$ cat src/rtl/uart_tx_queue.sv
// Purpose : transmit byte FIFO feeding the simpleuart data write port (reg_dat_we/di/wait).
// Latency : a byte pushed into an empty queue at edge N is presented to the UART in cycle N+1.
// Backpr. : in_ready drops when full, in reset or in a flush cycle; uart_dat_wait holds the head byte.
//
// Ports:
//   clk, reset          - system clock, synchronous active-high reset
//   in_valid/in_data    - producer byte stream; in_ready = room available this cycle
//   flush               - synchronous discard of every queued byte (beats push and pop)
//   uart_dat_we/di      - UART write strobe (bit 0 only) and {24'h0, byte}
//   uart_dat_wait       - UART stall; high means the presented byte was not taken
//   level/empty/full    - number of stored bytes and its boundary flags
//
// Build option: define UART_TXQ_CRLF_EN to expand each stored 8'h0A into 8'h0D, 8'h0A
// on the UART side. Without it every byte is sent verbatim.

module uart_tx_queue #(
    parameter int DEPTH_LOG2 = 4
) (
    input  logic                  clk,
    input  logic                  reset,
    input  logic                  in_valid,
    input  logic [7:0]            in_data,
    output logic                  in_ready,
    input  logic                  flush,
    output logic [3:0]            uart_dat_we,
    output logic [31:0]           uart_dat_di,
    input  logic                  uart_dat_wait,
    output logic [DEPTH_LOG2:0]   level,
    output logic                  empty,
    output logic                  full
);

    localparam int DEPTH = 1 << DEPTH_LOG2;
    localparam int PW    = DEPTH_LOG2 + 1;

    // Pointers carry one extra wrap bit so full and empty are distinguishable.
    localparam logic [PW-1:0] PTR_ONE  = PW'(1);
    localparam logic [PW-1:0] FULL_XOR = {1'b1, {DEPTH_LOG2{1'b0}}};

    logic [7:0]    r_mem [DEPTH];
    logic [PW-1:0] r_wr_ptr;
    logic [PW-1:0] r_rd_ptr;

    logic          w_empty;
    logic          w_full;
    logic          w_in_ready;
    logic          w_push;
    logic          w_present;
    logic          w_accept;
    logic          w_pop;
    logic [7:0]    w_head;
    logic [7:0]    w_out_byte;
    logic [PW-1:0] w_level;

    // ------------------------------------------------------------------
    // Occupancy
    // ------------------------------------------------------------------
    assign w_empty = (r_wr_ptr == r_rd_ptr);
    assign w_full  = ((r_wr_ptr ^ r_rd_ptr) == FULL_XOR);
    // Modular difference of the wrap-extended pointers is exactly 0..DEPTH.
    assign w_level = r_wr_ptr - r_rd_ptr;

    assign level = w_level;
    assign empty = w_empty;
    assign full  = w_full;

    // ------------------------------------------------------------------
    // Write side
    // ------------------------------------------------------------------
    // A pop in the same cycle does not open a slot when full: in_ready is
    // derived from registered occupancy only, keeping it off the UART path.
    assign w_in_ready = !w_full && !reset && !flush;
    assign in_ready   = w_in_ready;
    assign w_push     = in_valid && w_in_ready;

    // Storage needs no reset; only entries between the pointers are ever read out.
    always_ff @(posedge clk) begin
        if (w_push) begin
            r_mem[r_wr_ptr[DEPTH_LOG2-1:0]] <= in_data;
        end
    end

    // ------------------------------------------------------------------
    // Read side
    // ------------------------------------------------------------------
    assign w_head = r_mem[r_rd_ptr[DEPTH_LOG2-1:0]];

    // The strobe depends only on registered state and flush, never on
    // uart_dat_wait, so the UART sees a stable request while it stalls.
    assign w_present = !w_empty && !flush;
    assign w_accept  = w_present && !uart_dat_wait;

`ifdef UART_TXQ_CRLF_EN
    typedef enum logic {
        ST_NORMAL  = 1'b0,
        ST_LF_PEND = 1'b1
    } crlf_state_t;

    crlf_state_t r_state;
    logic        w_insert_cr;

    // In NORMAL a head LF is first sent as CR; the LF itself stays queued
    // until the LF_PEND pass, so level never counts the inserted CR.
    assign w_insert_cr = (r_state == ST_NORMAL) && (w_head == 8'h0A);
    assign w_out_byte  = w_insert_cr ? 8'h0D : w_head;
    assign w_pop       = w_accept && !w_insert_cr;

    always_ff @(posedge clk) begin
        if (reset || flush) begin
            r_state <= ST_NORMAL;
        end else if (w_accept) begin
            case (r_state)
                ST_NORMAL: begin
                    if (w_head == 8'h0A) begin
                        r_state <= ST_LF_PEND;
                    end
                end
                ST_LF_PEND: begin
                    r_state <= ST_NORMAL;
                end
                default: begin
                    r_state <= ST_NORMAL;
                end
            endcase
        end
    end
`else
    assign w_out_byte = w_head;
    assign w_pop      = w_accept;
`endif

    assign uart_dat_we = {3'b000, w_present};
    assign uart_dat_di = w_present ? {24'h0, w_out_byte} : 32'h0;

    // ------------------------------------------------------------------
    // Pointers
    // ------------------------------------------------------------------
    always_ff @(posedge clk) begin
        if (reset) begin
            r_wr_ptr <= '0;
            r_rd_ptr <= '0;
        end else if (flush) begin
            // Collapse the queue without touching the write pointer.
            r_rd_ptr <= r_wr_ptr;
        end else begin
            if (w_push) begin
                r_wr_ptr <= r_wr_ptr + PTR_ONE;
            end
            if (w_pop) begin
                r_rd_ptr <= r_rd_ptr + PTR_ONE;
            end
        end
    end

endmodule
$ cat config.mk
export PLATFORM = sky130hd
export DESIGN_NAME = uart_tx_queue
export DESIGN_NICKNAME = d
export VERILOG_FILES = /design/src/rtl/uart_tx_queue.sv
export SDC_FILE = /design/constraint.sdc
export NUM_CORES = 1
export LEC_CHECK = 0
export BUFFER_PORTS_ARGS = -buffer_cell sky130_fd_sc_hd__buf_4
export CAP_MARGIN = 20
export CORE_MARGIN = 2
export CORE_UTILIZATION = 61
export CTS_BUF_LIST = sky130_fd_sc_hd__clkbuf_4
export DETAILED_ROUTE_END_ITERATION = 12
export PLACE_DENSITY = 0.87
export SYNTH_ARGS = -nofsm -noshare
export SYNTH_HDL_FRONTEND = slang
export SYNTH_SLANG_ARGS = --single-unit
$ cat constraint.sdc
create_clock -name clk -period 3.4 [get_ports clk]
set_clock_uncertainty 0.2 [all_clocks]
set_input_delay 0.34 -clock clk [delete_from_list [all_inputs] [get_ports clk]]
set_output_delay 0.34 -clock clk [all_outputs]
set_load 0.03 [all_outputs]
### Word level (Yosys, flattened, before mapping)

Memories as Yosys holds them, arrays and structs flattened. A register that Yosys moved wholly into a read port is not among the register bits.
Cells that the tools add are included.

| storage, ports and cells | value |
|---|---|
| input bits | 13 |
| memory bits (writable) | 128 |
| register bits | 10 |
| memories kept | 1 |
| output and inout bits | 44 |
| logic and storage cells | 29 |

| cells by class | value |
|---|---|
| reductions and logical operators | 12 |
| equal/unequal tests | 2 |
| bitwise gates (word level) | 2 |
| multiplexer cells | 7 |
| $add $sub $neg | 3 |

Memories:

| memory | words | bits a word | read ports | clocked after Yosys merged registers in | wr ports | RTL line | source |
|---|---|---|---|---|---|---|---|
| r_mem | 16 | 8 | 1 | 1 | 1 | 40 | `logic [7:0] r_mem [DEPTH];` |

Operator list:

| kind | count |
|---|---|
| $add 5x1->5 const B | 2 |
| $mux 5 | 2 |
| $mux 4 | 2 |
| $mux 8 | 1 |
| $eq 5x5->1 | 1 |
| $eq 5x5->1 const B | 1 |
| $logic_and 1x1->1 | 5 |
| $logic_not 1->1 | 5 |
| $sub 5x5->5 | 1 |
| $xor 5x5->5 | 1 |
| $mux 1 | 2 |
| $reduce_and 2->1 | 1 |
| $reduce_bool 2->1 | 1 |
| $not 1->1 | 1 |

### Longest topological paths before layout

Gate-level depths: netlist of run 1.

| depth | value |
|---|---|
| depth in word-level cells | 8 |
| mapped depth | 7 |
| depth with buffers taken out | 7 |

### Least setup slack after synthesis of run 1

No wires, ideal clock.

| timing path | value |
|---|---|
| kind | register to output |
| from | register r_wr_ptr[0] |
| to | output port uart_dat_di[0] |
| required time | 2.860 ns |
| stages on the path, launching flop included | 8 |
| setup slack | 0.806 ns |
| path buffers | 1 |
| arrival time | 2.054 ns |
| cells stage by stage | dfxtp_1 > inv_1 > ha_1 > and4_1 > a21oi_1 > nand2b_1 > clkbuf_1 > o22ai_1 |

| between the ends | value |
|---|---|
| longest elaborated chain between the ends | 4 |

RTL lines:

| what | RTL line | source |
|---|---|---|
| start: declaration | 41 | `logic [PW-1:0] r_wr_ptr;` |
| start signal: assignment | 147 | `r_wr_ptr <= r_wr_ptr + PTR_ONE;` |
| $eq 5x5->1 | 58 | `assign w_empty = (r_wr_ptr == r_rd_ptr);` |
| $logic_not 1->1 | 90 | `assign w_present = !w_empty && !flush;` |
| $logic_and 1x1->1 | 90 |  |
| named net w_present | 48 | `logic w_present;` |
| $mux 8 | 133 | `assign uart_dat_di = w_present ? {24'h0, w_out_byte} : 32'h0;` |
| end: declaration | 26 | `output logic [31:0] uart_dat_di,` |

The timed path passes the listed nets, and every way through them passes these cells.

### Worst setup path in the final report of run 1

| timing path | value |
|---|---|
| from | register r_wr_ptr[2] |
| to | output port uart_dat_di[6] |

| between the ends | value |
|---|---|
| longest elaborated chain between the ends | 4 |

RTL lines:

| what | RTL line |
|---|---|
| $eq 5x5->1 | 58 |
| $logic_not 1->1 | 90 |
| $logic_and 1x1->1 | 90 |
| $mux 8 | 133 |

No other way between the ends.

==> impl_metrics.tcl, run 1 <==
set metrics [dict create \
    post_dp_cell_area_sq_um 6380 \
    clock_latency_ps 510 \
    start_kind "flop" \
    gr-usage-all-layers_pct 23.0 \
    row_count 36 \
    outcome "finished clean" \
    viasPerCell 5.73 \
    maxSlewViolCount 0 \
    drt_wl_total_um 11500 \
    cap_viol_max_count 0 \
    max-clock-path-buffers 2 \
    grt_pass1_wl_um 17200 \
    fillCellCount 584 \
    gp_congestion 0.891 \
    htree_levels 4 \
    slew_headroom_pct 60.5 \
    finalCriticalPeriod_ps 3190 \
    endpoint_kind "output pin" \
    final_nets 423 \
    wl_met3_um 778 \
    final_antenna_net_count 0 \
    fp.coreArea_sq_um 9680 \
    seq_area_frac_synth_pct 68.5 \
    io_pins 57 \
    synth_cells 341 \
    clkSlewWorstSetupHoldPaths_ps 120 \
    ys.flop_type "edfxtp_1" \
    rr_worst_depth 6 \
    max-vdd-ir-drop_uv 255 \
    rsz0062_at_grt "false" \
    synth_edf_count 128 \
    cts_setup_buffers 0 \
    finalHoldViolCount 0 \
    ys.warnings.count 0 \
    met1Wirelength_um 4400 \
    fin_hold_ws_ps 49.6 \
    fmax_mhz 313 \
    routed.top_layer "met4" \
    wl_per_cell_um 21.0 \
    overflow 0 \
    wl_met2_um 6110 \
    timing.rr.end "r_mem[2][7]" \
    cts_root_buffer "clkbuf_4" \
    synth_area_sq_um 6020 \
    vias 3129 \
    crit_type "reg2out" \
    io_buffer_count 29 \
    hpwl_um 7450 \
    initial_utilization_pct 62.2 \
    setup_slack_ps 206 \
    cts_made_buffers 17 \
    design_area_sq_um 6810 \
    cp_data_arrival_time_ps 2650 \
    die_width_um 103 \
    whs_path_depth 4 \
    synth_area_per_cell_sq_um 17.7 \
    drt_iter0_markers 239 \
    setup_viol 0 \
    required_ps 2860 \
    ff2ff_setup_slack_ps 870 \
    worstHoldPathType "in2reg" \
    r2r_start "r_wr_ptr[2]" \
    period_share_pct 93.9 \
    fin_setup_tns_ps 0 \
    worstMarginPinSlew_ps 588 \
    cts_tree "done" \
    die_h_um 103 \
    hp-start "uart_dat_wait" \
    grt_max_degree 33 \
    area_growth_pct 13.1 \
    grt_antenna_before_repair 0 \
    dp_slack_ps 640 \
    synth_seq_cells 142 \
    first_pass_iters 5 \
    clock_sinks 142 \
    grt_pass1_vias 3205 \
    synth.distinct_cells 35 \
    antennaDiodeCount 0 \
    powerDensity_nw_per_um2 514 \
    drc 0 \
    die-area_sq_um 10700 \
    p_leak_nw 2.27 \
    drive_gt1_share_pct 28.1 \
    async_reset_ff_share_pct 0 \
    critPathMaxFanout 11 \
]
==> layout make-up <==
cell class	instances	area (sq um)	share of cell area [%]
clock buffers	18	135	1.98
clock inverters	14	196	2.88
inverters	8	30.0	0.441
multi-input cells	173	1690	24.8
flip-flops and latches	142	4130	60.6
well taps	133	166	2.44
repair buffers	58	470	6.91
==> where the power goes <==
group	total [W]	switching, W	internal (W)
logic	0.000365	0.000232	0.000133
clock network	0.00121	0.000560	0.000655
registers	0.00192	0.0000115	0.00191
==> worst max-delay path, cell delays in order, from the launching register on <==
cell      delay [ps]
dfxtp_1          570
ha_1             360
and4_1           290
a21oi_2          290
nand2b_2         190
o22ai_1          250
buf_4            200
==> worst max-delay path by stage <==
stage,startpoint,endpoint,slack (ps),cells past startpoint
detailed placement,r_wr_ptr[0],uart_dat_di[6],640,7
CTS,r_wr_ptr[0],uart_dat_di[6],40,7
global placement,r_wr_ptr[0],uart_dat_di[0],720,7
global route,r_wr_ptr[0],uart_dat_di[6],30,7
finish,r_wr_ptr[2],uart_dat_di[6],210,6
floorplan,r_wr_ptr[0],uart_dat_di[0],810,7
==> routing by layer <==
layer  vias up  track usage [%]
li1       1403                -
met1      1564             28.7
met2       145             40.1
met3        17             4.97
met4         0             8.10
met5         -                0
==> kinds of logic after synthesis <==
kind of cell / synth area share [%]
other cells: 0.0623
flops: 68.5
mux: 14.8
xor+xnor: 1.45
buf+inv: 5.30
compound gates: 4.47
simple gates: 3.24
fa+ha+maj: 2.20
==> flip-flops by register name, summed over array words and instances (netlist names), named ones only <==
register	cells
r_wr_ptr	5
r_rd_ptr	5
r_mem	128
==> metrics by stage <==
stage | power, W | instances | utilization [%]
6_report | 0.00350 | 546 | 70.3
5_1_grt | 0.00361 | 546 | 70.3
4_1_cts | 0.00352 | 546 | 70.2
3_5_place_dp | 0.00231 | 505 | 65.9
3_3_place_gp | 0.00230 | 505 | 65.9
2_1_floorplan | 0.00223 | 367 | -
==> cells in the final DEF, fill, tap and decap left out, types with 2 or more instances in the layout <==
cell type and instances:
nand3_1 2, xor2_1 2, conb_1 27, clkinv_1 4, mux4_2 32, xnor2_1 8
edfxtp_1 128, bufinv_16 5, a21oi_1 6, dlygate4sd3_1 9, or3_1 2, dfxtp_1 13
nand2b_1 3, nor2_1 21, inv_1 8, o21ai_0 2, nand2_1 5, nor3_1 5
a211oi_1 9, mux2i_1 17, ha_1 9, a21o_1 2, clkinv_2 3, buf_4 48
clkbuf_4 18, o22ai_1 8
==> synthesized netlist by cell type (all sizes together), types with 2 or more instances <==
library cell | count | area, sq um
a21o | 2 | 15.0
mux4 | 32 | 721
o22ai | 8 | 50.1
clkbuf | 5 | 18.8
nor2 | 21 | 78.8
nand2b | 4 | 25.0
a211oi | 10 | 80.1
ha | 9 | 113
xnor2 | 8 | 70.1
xor2 | 2 | 17.5
inv | 8 | 30.0
a21oi | 7 | 35.0
buf | 39 | 270
nand2 | 6 | 22.5
nand3 | 2 | 10.0
dfxtp | 14 | 280
edfxtp | 128 | 3840
o21ai | 2 | 10.0
or3 | 2 | 12.5
mux2i | 17 | 170
nor3 | 5 | 25.0
==> repair_timing <==
action | 4_1_cts | 5_1_grt
setup endpoints to repair | 0 | 8
resized for setup | 0 | 3
hold buffers | 9 | 0
endpoints found under the hold margin | 142 | 0
No activity file was read; power rests on OpenSTA's default activity.
==> inputs of run 2 (changes only) <==
--- a/config.mk
+++ b/config.mk
@@ -7,10 +7,11 @@
 export LEC_CHECK = 0
 export BUFFER_PORTS_ARGS = -buffer_cell sky130_fd_sc_hd__buf_4
 export CAP_MARGIN = 20
-export CORE_MARGIN = 2
+export CORE_MARGIN = 4
 export CORE_UTILIZATION = 61
 export CTS_BUF_LIST = sky130_fd_sc_hd__clkbuf_4
 export DETAILED_ROUTE_END_ITERATION = 12
+export GPL_ROUTABILITY_DRIVEN = 0
 export PLACE_DENSITY = 0.87
 export SYNTH_ARGS = -nofsm -noshare
 export SYNTH_HDL_FRONTEND = slang
==> run 2 against run 1 <==
Net effect:
- worst setup slack lost 9.1 ps
- non-clock buffer count unchanged
- worst hold slack improved by 3.8 ps
- power grew 4.9%
- critical endpoint is now uart_dat_di[7]
- largest cell class unchanged
==> impl_metrics.tcl, run 2 (same netlist as run 1, synthesis figures left out) <==
set metrics [dict create \
    outcome "finished clean" \
    viasPerCell 5.84 \
    fillCellCount 598 \
    setup_viol 0 \
    layout_commonest_cell "edfxtp_1" \
    fin_cells 546 \
    max-vdd-ir-drop_uv 285 \
    wl_per_cell_um 22.6 \
    design_area_sq_um 6870 \
    cap_viol_max_count 0 \
    worstHoldPathType "in2reg" \
    rsz0062_at_grt "false" \
    fin_setup_tns_ps 0 \
    endpoint_kind "output pin" \
    drt_wl_total_um 12300 \
    cts_root_buffer "clkbuf_4" \
    final_cell_mix "edfxtp_1 (128), buf_4 (48), mux4_2 (32)" \
    final_nets 423 \
    final_antenna_net_count 0 \
    htree_levels 4 \
    post_dp_cell_area_sq_um 6380 \
    numPlacedInstances 505 \
    critPathMaxFanout 11 \
    clkSlewWorstSetupHoldPaths_ps 120 \
    max-clock-path-buffers 2 \
    vias 3191 \
    fmax_mhz 312 \
    hpwl_um 7800 \
    drc 0 \
    crit_type "reg2out" \
    io_pins 57 \
    die_width_um 107 \
    cp_data_arrival_time_ps 2660 \
    period_share_pct 94.2 \
    die-area_sq_um 11500 \
    fp.coreArea_sq_um 9680 \
    powerDensity_nw_per_um2 534 \
    grt_max_degree 33 \
    routed.top_layer "met4" \
    area_growth_pct 14.1 \
    drive_gt1_share_pct 29.3 \
    required_ps 2860 \
    drt_iter0_markers 344 \
    multi_input_area_sq_um 1690 \
    largest_reg_flops 128 \
    initial_utilization_pct 62.2 \
    grt_antenna_before_repair 0 \
    gr-usage-all-layers_pct 23.5 \
    start_kind "flop" \
    utilization_pct 71.0 \
    io_buffer_count 29 \
    wl_met3_um 830 \
    cts_made_buffers 17 \
    maxSlewViolCount 0 \
    met1Wirelength_um 4490 \
    slowest_stage "dfxtp_1" \
    overflow 0 \
    ff2ff_setup_slack_ps 920 \
    cts_tree "done" \
    setup_slack_ps 197 \
    crit_chain "ha_1, and4_1, a21oi_4, nand2b_2, o22ai_1, buf_4" \
    first_pass_iters 5 \
    register_area_sq_um 4130 \
    die_h_um 107 \
    grt_pass1_wl_um 19300 \
    clock_latency_ps 510 \
    dp_slack_ps 543 \
    finalHoldViolCount 0 \
    row_count 36 \
    grt_pass1_vias 3317 \
    clock_sinks 142 \
    cpPeakStageDelay_ps 520 \
    finalCriticalPeriod_ps 3200 \
    wl_met2_um 6740 \
    p_leak_nw 2.31 \
    antennaDiodeCount 0 \
]
run 2: repair_timing:
item / CTS / global route
hold buffers: 9 / 0
gates cloned: 0 / 0
gates resized for setup: 3 / 3
setup buffers: 0 / 0
hold endpoints to repair: 142 / 0
pin swaps: 0 / 0
endpoints found under the setup margin: 8 / 8
run 2: worst paths after layout:
kind,from,endpoint,cells past startpoint
hold reg to reg,r_wr_ptr[4],r_wr_ptr[4],2
hold / removal,in_valid,r_wr_ptr[3],4
setup / recovery,r_wr_ptr[3],uart_dat_di[7],6
setup reg to reg,r_wr_ptr[3],r_mem[12][0],6
run 2: cell type report:
class	count	share of cell area [%]
inverters	8	0.437
clock buffers	19	2.08
well taps	133	2.42
multi-input cells	173	24.6
flip-flops and latches	142	60.1
clock inverters	13	3.53
repair buffers	58	6.85
run 2: routing by layer:
metal | track usage, % | vias up
li1 | - | 1408
met1 | 29.5 | 1607
met2 | 39.7 | 158
met3 | 6.18 | 18
met4 | 8.30 | 0
met5 | 0 | -
run 2: power breakdown:
group	leakage, nW	switching, W	internal [W]
Combinational	0.833	0.000237	0.000133
Sequential	1.27	0.0000122	0.00191
Clock	0.208	0.000563	0.000816
Total	2.31	0.000812	0.00286
run 2: stage by stage:
| stage | hold WS (ps) | total power [W] |
|---|---|---|
| after floorplan | 239 | 0.00223 |
| after global placement | 306 | 0.00230 |
| after detailed placement | 337 | 0.00232 |
| after CTS | 10.8 | 0.00369 |
| after global routing | 28.6 | 0.00381 |
| final | 53.5 | 0.00367 |
run 2: critical path, delay by kind of cell (launching register included):
family,cells,cell delay (ps)
adders and majority gates,1,330
DFF,1,520
AOI/OAI and AO/OA,2,560
and+or+nand+nor,2,510
buffers and inverters,1,220
